**config.mk**
```make
export PLATFORM = sky130hd
export DESIGN_NAME = md_ctrl_seq
export DESIGN_NICKNAME = d
export VERILOG_FILES = /design/src/rtl/md_ctrl_seq.sv
export SDC_FILE = /design/constraint.sdc
export NUM_CORES = 1
export LEC_CHECK = 0
export BUFFER_PORTS_ARGS = -buffer_cell sky130_fd_sc_hd__buf_2
export CAP_MARGIN = 25
export CELL_PAD_IN_SITES_DETAIL_PLACEMENT = 1
export CELL_PAD_IN_SITES_GLOBAL_PLACEMENT = 2
export CORE_MARGIN = 2
export CORE_UTILIZATION = 35
export DETAILED_ROUTE_END_ITERATION = 8
export PLACE_DENSITY_LB_ADDON = 0.1
export SKIP_LAST_GASP = 1
export SYNTH_ARGS = -nofsm -noshare
export SYNTH_HDL_FRONTEND = slang
export SYNTH_SLANG_ARGS = --single-unit
```
**constraint.sdc**
```tcl
create_clock -name clk -period 6.7 [get_ports clk]
set_input_delay 0.67 -clock clk [delete_from_list [all_inputs] [get_ports clk]]
set_output_delay 0.67 -clock clk [all_outputs]
set_load 0.1 [all_outputs]
```
**src/rtl/md_ctrl_seq.sv**
```systemverilog
// md_ctrl_seq: EX-stage multiply/divide sequencer for a MIPS-style pipeline.
// Decodes MULT/MULTU/DIV/DIVU/MFHI/MFLO/MTHI/MTLO and runs a 1-bit-per-cycle
// shift-add multiply or restoring divide on magnitudes, fixing signs at the end.
// It owns the HI/LO registers and raises the pipeline stall.
// Optional feature macro: MD_MADD_EN adds MADD/MADDU/MSUB/MSUBU (opcode 6'h1C),
// which accumulate the product into {HI,LO}.
module md_ctrl_seq #(
    parameter int unsigned      WIDTH    = 32,
    parameter logic [WIDTH-1:0] HILO_RST = {WIDTH{1'b0}}
) (
    input  logic             clk,
    input  logic             rst,
    input  logic             valid_i,
    input  logic [5:0]       opcode,
    input  logic [5:0]       func,
    input  logic [WIDTH-1:0] rs_data,
    input  logic [WIDTH-1:0] rt_data,
    input  logic             flush,
    output logic             stall,
    output logic             busy,
    output logic [WIDTH-1:0] hi_o,
    output logic [WIDTH-1:0] lo_o,
    output logic [WIDTH-1:0] md_rdata,
    output logic             done
);

    localparam int unsigned      CW       = $clog2(WIDTH);
    localparam logic [CW-1:0]    CNT_LAST = CW'(WIDTH - 1);
    localparam logic [CW-1:0]    CNT_ONE  = {{(CW-1){1'b0}}, 1'b1};

    localparam logic [5:0] OP_SPECIAL  = 6'h00;
    localparam logic [5:0] OP_SPECIAL2 = 6'h1C;
    localparam logic [5:0] FN_MFHI     = 6'h10;
    localparam logic [5:0] FN_MTHI     = 6'h11;
    localparam logic [5:0] FN_MFLO     = 6'h12;
    localparam logic [5:0] FN_MTLO     = 6'h13;
    localparam logic [5:0] FN_MULT     = 6'h18;
    localparam logic [5:0] FN_MULTU    = 6'h19;
    localparam logic [5:0] FN_DIV      = 6'h1A;
    localparam logic [5:0] FN_DIVU     = 6'h1B;
`ifdef MD_MADD_EN
    localparam logic [5:0] FN_MADD     = 6'h00;
    localparam logic [5:0] FN_MADDU    = 6'h01;
    localparam logic [5:0] FN_MSUB     = 6'h04;
    localparam logic [5:0] FN_MSUBU    = 6'h05;
`endif

    typedef enum logic [1:0] {
        ST_IDLE = 2'd0,
        ST_RUN  = 2'd1,
        ST_DONE = 2'd2
    } state_e;

    // How the finished product lands in {HI,LO}
    typedef enum logic [1:0] {
        ACC_WRITE = 2'd0,
        ACC_ADD   = 2'd1,
        ACC_SUB   = 2'd2
    } acc_mode_e;

    // Two's-complement negate of a WIDTH-bit value
    function automatic logic [WIDTH-1:0] neg_w(input logic [WIDTH-1:0] x);
        neg_w = ~x + {{(WIDTH-1){1'b0}}, 1'b1};
    endfunction

    // Two's-complement negate of a 2*WIDTH-bit value
    function automatic logic [2*WIDTH-1:0] neg_2w(input logic [2*WIDTH-1:0] x);
        neg_2w = ~x + {{(2*WIDTH-1){1'b0}}, 1'b1};
    endfunction

    // Magnitude of an operand; unsigned ops pass the raw value through
    function automatic logic [WIDTH-1:0] mag(input logic [WIDTH-1:0] x, input logic is_signed);
        mag = (is_signed && x[WIDTH-1]) ? neg_w(x) : x;
    endfunction

    state_e             state_q, state_d;
    acc_mode_e          mode_q, mode_d;
    logic [CW-1:0]      cnt_q, cnt_d;
    logic [2*WIDTH-1:0] acc_q, acc_d;      // mult: {partial, multiplier}; div: {remainder, quotient}
    logic [WIDTH-1:0]   opb_q, opb_d;      // multiplicand or divisor magnitude
    logic               div_q, div_d;
    logic               neg_q, neg_d;      // product / quotient must be negated
    logic               rneg_q, rneg_d;    // remainder takes negative dividend sign
    logic [WIDTH-1:0]   hi_q, hi_d;
    logic [WIDTH-1:0]   lo_q, lo_d;
    logic               busy_q, busy_d;
    logic               done_q, done_d;

    logic               issue_s, issue_div_s, issue_signed_s;
    acc_mode_e          issue_mode_s;
    logic               mfhi_s, mflo_s, mthi_s, mtlo_s;

    logic [WIDTH:0]     mul_sum_s;
    logic [2*WIDTH-1:0] mul_nx_s;
    logic [WIDTH:0]     div_rem_sh_s;
    logic [WIDTH+1:0]   div_diff_s;
    logic [2*WIDTH-1:0] div_nx_s;
    logic [2*WIDTH-1:0] iter_nx_s;
    logic [2*WIDTH-1:0] prod_s;
    logic [2*WIDTH-1:0] final_s;

    // Instruction decode of the EX slot
    always_comb begin
        issue_s        = 1'b0;
        issue_div_s    = 1'b0;
        issue_signed_s = 1'b0;
        issue_mode_s   = ACC_WRITE;
        mfhi_s         = 1'b0;
        mflo_s         = 1'b0;
        mthi_s         = 1'b0;
        mtlo_s         = 1'b0;
        if (valid_i && opcode == OP_SPECIAL) begin
            case (func)
                FN_MFHI:  mfhi_s = 1'b1;
                FN_MFLO:  mflo_s = 1'b1;
                FN_MTHI:  mthi_s = 1'b1;
                FN_MTLO:  mtlo_s = 1'b1;
                FN_MULT:  begin issue_s = 1'b1; issue_signed_s = 1'b1; end
                FN_MULTU: issue_s = 1'b1;
                FN_DIV:   begin issue_s = 1'b1; issue_div_s = 1'b1; issue_signed_s = 1'b1; end
                FN_DIVU:  begin issue_s = 1'b1; issue_div_s = 1'b1; end
                default:  issue_s = 1'b0;
            endcase
        end else if (valid_i && opcode == OP_SPECIAL2) begin
`ifdef MD_MADD_EN
            case (func)
                FN_MADD:  begin issue_s = 1'b1; issue_signed_s = 1'b1; issue_mode_s = ACC_ADD; end
                FN_MADDU: begin issue_s = 1'b1; issue_mode_s = ACC_ADD; end
                FN_MSUB:  begin issue_s = 1'b1; issue_signed_s = 1'b1; issue_mode_s = ACC_SUB; end
                FN_MSUBU: begin issue_s = 1'b1; issue_mode_s = ACC_SUB; end
                default:  issue_s = 1'b0;
            endcase
`else
            issue_s = 1'b0;
`endif
        end else begin
            issue_s = 1'b0;
        end
    end

    // One shift-add / restoring-divide step plus the signed result fix-up
    always_comb begin
        mul_sum_s    = {1'b0, acc_q[2*WIDTH-1:WIDTH]}
                     + (acc_q[0] ? {1'b0, opb_q} : {(WIDTH+1){1'b0}});
        mul_nx_s     = {mul_sum_s, acc_q[WIDTH-1:1]};
        div_rem_sh_s = {acc_q[2*WIDTH-1:WIDTH], acc_q[WIDTH-1]};
        div_diff_s   = {1'b0, div_rem_sh_s} - {2'b00, opb_q};
        if (div_diff_s[WIDTH+1]) begin
            div_nx_s = {div_rem_sh_s[WIDTH-1:0], acc_q[WIDTH-2:0], 1'b0};
        end else begin
            div_nx_s = {div_diff_s[WIDTH-1:0], acc_q[WIDTH-2:0], 1'b1};
        end
        iter_nx_s = div_q ? div_nx_s : mul_nx_s;
        prod_s    = neg_q ? neg_2w(iter_nx_s) : iter_nx_s;
        if (div_q) begin
            final_s = {(rneg_q ? neg_w(iter_nx_s[2*WIDTH-1:WIDTH]) : iter_nx_s[2*WIDTH-1:WIDTH]),
                       (neg_q ? neg_w(iter_nx_s[WIDTH-1:0]) : iter_nx_s[WIDTH-1:0])};
        end else begin
            case (mode_q)
                ACC_ADD: final_s = {hi_q, lo_q} + prod_s;
                ACC_SUB: final_s = {hi_q, lo_q} - prod_s;
                default: final_s = prod_s;
            endcase
        end
    end

    // Sequencer next-state: issue, iterate, write HI/LO, flush abort
    always_comb begin
        state_d = state_q;
        mode_d  = mode_q;
        cnt_d   = cnt_q;
        acc_d   = acc_q;
        opb_d   = opb_q;
        div_d   = div_q;
        neg_d   = neg_q;
        rneg_d  = rneg_q;
        hi_d    = hi_q;
        lo_d    = lo_q;
        case (state_q)
            ST_IDLE: begin
                if (flush) begin
                    state_d = ST_IDLE;
                end else if (issue_s) begin
                    div_d  = issue_div_s;
                    mode_d = issue_mode_s;
                    neg_d  = issue_signed_s && (rs_data[WIDTH-1] ^ rt_data[WIDTH-1]);
                    rneg_d = issue_signed_s && rs_data[WIDTH-1];
                    cnt_d  = {CW{1'b0}};
                    if (issue_div_s) begin
                        acc_d = {{WIDTH{1'b0}}, mag(rs_data, issue_signed_s)};
                        opb_d = mag(rt_data, issue_signed_s);
                    end else begin
                        acc_d = {{WIDTH{1'b0}}, mag(rt_data, issue_signed_s)};
                        opb_d = mag(rs_data, issue_signed_s);
                    end
                    if (issue_div_s && rt_data == {WIDTH{1'b0}}) begin
                        // Divide by zero finishes immediately with a defined result
                        state_d = ST_DONE;
                        hi_d    = rs_data;
                        lo_d    = {WIDTH{1'b1}};
                    end else begin
                        state_d = ST_RUN;
                    end
                end else if (mthi_s) begin
                    hi_d = rs_data;
                end else if (mtlo_s) begin
                    lo_d = rs_data;
                end else begin
                    state_d = ST_IDLE;
                end
            end
            ST_RUN: begin
                if (flush) begin
                    state_d = ST_IDLE;
                    cnt_d   = {CW{1'b0}};
                end else if (cnt_q == CNT_LAST) begin
                    state_d = ST_DONE;
                    cnt_d   = {CW{1'b0}};
                    acc_d   = iter_nx_s;
                    hi_d    = final_s[2*WIDTH-1:WIDTH];
                    lo_d    = final_s[WIDTH-1:0];
                end else begin
                    cnt_d = cnt_q + CNT_ONE;
                    acc_d = iter_nx_s;
                end
            end
            ST_DONE: state_d = ST_IDLE;
            default: state_d = ST_IDLE;
        endcase
        busy_d = (state_d != ST_IDLE);
        done_d = (state_d == ST_DONE);
    end

    // Stall: issue cycle and every RUN cycle, dropped at once by flush
    always_comb begin
        stall = 1'b0;
        if (flush) begin
            stall = 1'b0;
        end else if (state_q == ST_RUN) begin
            stall = 1'b1;
        end else if (state_q == ST_IDLE && issue_s) begin
            stall = 1'b1;
        end else begin
            stall = 1'b0;
        end
    end

    // MFHI/MFLO read port
    always_comb begin
        md_rdata = {WIDTH{1'b0}};
        if (mfhi_s) begin
            md_rdata = hi_q;
        end else if (mflo_s) begin
            md_rdata = lo_q;
        end else begin
            md_rdata = {WIDTH{1'b0}};
        end
    end

    // State, datapath and output registers
    always_ff @(posedge clk or negedge rst) begin
        if (!rst) begin
            state_q <= ST_IDLE;
            mode_q  <= ACC_WRITE;
            cnt_q   <= {CW{1'b0}};
            acc_q   <= {(2*WIDTH){1'b0}};
            opb_q   <= {WIDTH{1'b0}};
            div_q   <= 1'b0;
            neg_q   <= 1'b0;
            rneg_q  <= 1'b0;
            hi_q    <= HILO_RST;
            lo_q    <= HILO_RST;
            busy_q  <= 1'b0;
            done_q  <= 1'b0;
        end else begin
            state_q <= state_d;
            mode_q  <= mode_d;
            cnt_q   <= cnt_d;
            acc_q   <= acc_d;
            opb_q   <= opb_d;
            div_q   <= div_d;
            neg_q   <= neg_d;
            rneg_q  <= rneg_d;
            hi_q    <= hi_d;
            lo_q    <= lo_d;
            busy_q  <= busy_d;
            done_q  <= done_d;
        end
    end

    assign hi_o = hi_q;
    assign lo_o = lo_q;
    assign busy = busy_q;
    assign done = done_q;

endmodule
```
==> results.toml <==
[outcome]
status = "finished clean"

[timing]
fin_crit_sh = 0.894
setup_viol = 0
timing.fmax_ghz = 0.167
finalHoldViolations = 0
worst_pin_slew_ns = 1.06
slew_violations = 0
finClkSkew_ns = 0.0190
whs_ns = 0.116
rsz0062_at_grt = "no"
fin_tns_setup_ns = 0
relSlewSlack = 0.293
fin_crit_ns = 5.99

[grt]
grt_overflow = 0
grt-busiest-layer = "met2"
grt_pass1_wl_um = 120000
grt_start_max_net_pins = 75
grtUsageMet3 = 0.0403
grt_util_met1 = 0.421
antenna_found_initial = 2
grt_usage = 0.324
use_met2 = 0.548
grt_pass1_vias = 18055

[floorplanning]
coreArea_um2 = 46700
fp.dieH_um = 222
die_w_um = 222
start_util = 0.356
num_rows = 79
die_area_um2 = 49200
ios = 179

[clocking]
clockRootBuffer = "clkbuf_16"
cts_tree = "built"
cts.path.max_buffers = 2
cts_setup_buffers = 0
clk_latency_ns = 0.51
cts-htree-levels = 4
cts-resized-gates = 0
clk_pin_slew_ns = 0.08
hold_buffers = 0
numClockSinks = 172
cts_made_buffers = 17

[worst_setup_path]
critical_path_arrival_ns = 6.36
worst_path_most_repeated_cell = "ha_1"
critPathKind = "reg2reg"
cp-start-kind = "register"
worstPathRequired_ns = 7.07
slowest_delay_ns = 0.65
rr_endpoint = "hi_o[28]"
critPathCapture = "hi_o[28]"
r2r_slack_ns = 0.71
cp-end-kind = "register"
path_cells = "ha_1, a21oi_2, o21ai_2, a21o_4, o311a_4, nor2_2, nand2_1, and2_1, inv_1, ha_1, o211ai_1, nor4_1, nand4_1, or4_1, or2_1, a211oi_2, a21oi_1, xnor2_1, o22ai_1"
worst_r2r_path_depth = 19
cp_num_buf_inv = 1
cp_max_fo = 16
r2r-start = "acc_q[37]"
startpoint = "acc_q[37]"
critPathSlowestCell = "or4_1"
crit_family = "simple AND/OR/NAND/NOR gates"
cp_num_cells = 19

[routing]
ant_nets = 0
viasPerCell = 6.03
drt-total-wl_um = 79900
drt_pass1_iterations = 5
wl_per_cell_um = 27.0
vias = 17822
drcViolationCount = 0
initialDrtViolationCount = 1238

[layout]
layout.nets = 2488
regArea_um2 = 4310
fillers = 5823
area_delta_synth_final_pct = 13.5
stdcell_area_um2 = 18800
multiInputGateArea_um2 = 11500
utilization = 0.404
layout_commonest_cell = "nand2_1"
drive_gt1_frac = 0.147
final_cell_mix = "296 x nand2_1, 246 x o21ai_0, 190 x nor2_1"

[yosys]
synthAdderAreaFrac = 0.0552
async_flop_share = 1.00
synthXorXnorAreaFrac = 0.0770
syn_inst = 2209
synth_compound_area_frac = 0.273
synth_edf_count = 0
ys_seq_elements = 172
synth_top_family_by_area = "compound AO/OA/AOI/OAI gates"
synthSimpleGateAreaFrac = 0.231
yosys_warnings = 0
yosysSeqAreaShare = 0.259
netlist_area_um2 = 16600
syn-mean-instance-area_um2 = 7.52
synth.area.mux_share = 0.0561
syn-num-nets = 2361
synthDistinctLibCells = 99
synth_ff_type = "dfrtp_1"

[place]
port_buffers = 178
placed_cell_area_um2 = 18200
dp_hpwl_um = 63700
place_congestion = 0.929

[worst_hold_path]
hp-class = "in2async"

[pwr]
powerDensity_nw_per_um2 = 145
p_leak_uw = 0.00850
vdd_drop_max_mv = 0.173

[job]
cap_violations = 0
[worst reg2reg max path, stage by stage (launching register included)]
cell	delay [ns]
dfrtp_1	0.42
ha_1	0.44
a21oi_2	0.26
o21ai_2	0.12
a21o_4	0.27
o311a_4	0.45
nor2_2	0.17
nand2_1	0.21
and2_1	0.28
inv_1	0.20
ha_1	0.24
o211ai_1	0.13
nor4_1	0.43
nand4_1	0.28
or4_1	0.65
or2_1	0.36
a211oi_2	0.50
a21oi_1	0.16
xnor2_1	0.19
o22ai_1	0.10
[kinds of logic (layout without fill, tap and decap cells)]
group / Yosys count / after routing
other: 0 / 2
muxes: 91 / 91
AOI/OAI and AO/OA: 718 / 718
xor gates and xnor gates: 146 / 146
buffers and inverters: 204 / 342
DFF: 172 / 172
and+or+nand+nor: 806 / 806
adders and majority gates: 72 / 72
[registers in the layout (all words and copies together) (netlist names)]
signal / flops
opb_q: 32
hi_o: 32
div_q: 1
busy: 1
state_q: 2
acc_q: 64
cnt_q: 5
neg_q: 1
lo_o: 32
rneg_q: 1
done: 1
[area by class of cell]
type                       instances  share of cell area
tap                              607              0.0403
timing repair buffer             234              0.0736
clock inverter                    13             0.00770
antenna                            2            0.000266
sequential                       172               0.229
multi-input combinational       1833               0.611
inverter                          78              0.0155
clock buffer                      17              0.0226
[where the power goes]
part	leakage, uW	total [uW]	internal, uW	switching (uW)
combinational	0.00588	570	171	399
sequential	0.00234	1100	1060	35.6
clock	0.000277	1060	547	510
total	0.00850	2730	1780	944
[worst min-delay path by stage]
stage / to / slack, ns / cells after the start
2_1_floorplan: acc_q[0] / 0.37 / 0
4_1_cts: acc_q[53] / 0.12 / 1
6_report: acc_q[53] / 0.12 / 1
3_5_place_dp: cnt_q[3] / 0.48 / 1
5_1_grt: acc_q[53] / 0.14 / 1
3_3_place_gp: cnt_q[3] / 0.46 / 1
[layer usage]
metal	routed length [um]	part of all wire
met5	12	0.00015
met2	38500	0.48
met4	2970	0.037
met3	3230	0.040
met1	35200	0.44
[cell usage after synthesis, drive strengths merged (4+ instances only)]
master / count / area share
nand3: 46 / 0.014
a41oi: 6 / 0.0032
dfrtp: 172 / 0.26
nor2b: 10 / 0.0038
a2111oi: 4 / 0.0032
nor2: 192 / 0.044
xnor2: 79 / 0.042
xor2: 67 / 0.035
a211oi: 19 / 0.0096
a311oi: 8 / 0.0053
o21a: 18 / 0.0081
o31ai: 24 / 0.011
clkbuf: 96 / 0.022
a21o: 34 / 0.016
o31a: 4 / 0.0021
nand4b: 7 / 0.0037
o22ai: 36 / 0.014
inv: 78 / 0.018
a211o: 5 / 0.0027
or2: 14 / 0.0053
a21oi: 173 / 0.053
ha: 70 / 0.053
nand2: 299 / 0.068
or3: 19 / 0.0075
o2111ai: 5 / 0.0026
mux2i: 78 / 0.047
and2: 44 / 0.017
o21bai: 7 / 0.0032
or4: 15 / 0.0070
nor4: 19 / 0.0090
nand4: 25 / 0.011
o21ai: 260 / 0.079
o41ai: 10 / 0.0053
buf: 30 / 0.0095
a22oi: 4 / 0.0027
o221ai: 4 / 0.0021
a31oi: 28 / 0.011
o211ai: 21 / 0.0095
nor3: 59 / 0.018
and3: 23 / 0.0087
mux2: 13 / 0.0090
a21boi: 6 / 0.0027
a22o: 18 / 0.0096
nand2b: 17 / 0.0064
[per-stage QoR]
| stage | worst slack, ns | power [uW] | cells |
|---|---|---|---|
| after floorplan | 1.86 | 1430 | 2209 |
| after CTS | 0.806 | 2740 | 2952 |
| after global routing | 0.313 | 2810 | 2954 |
| final | 0.712 | 2730 | 2956 |
| after detailed placement | 0.857 | 1680 | 2922 |
| after global placement | 1.07 | 1670 | 2916 |
(Power assumes the default switching activity.)
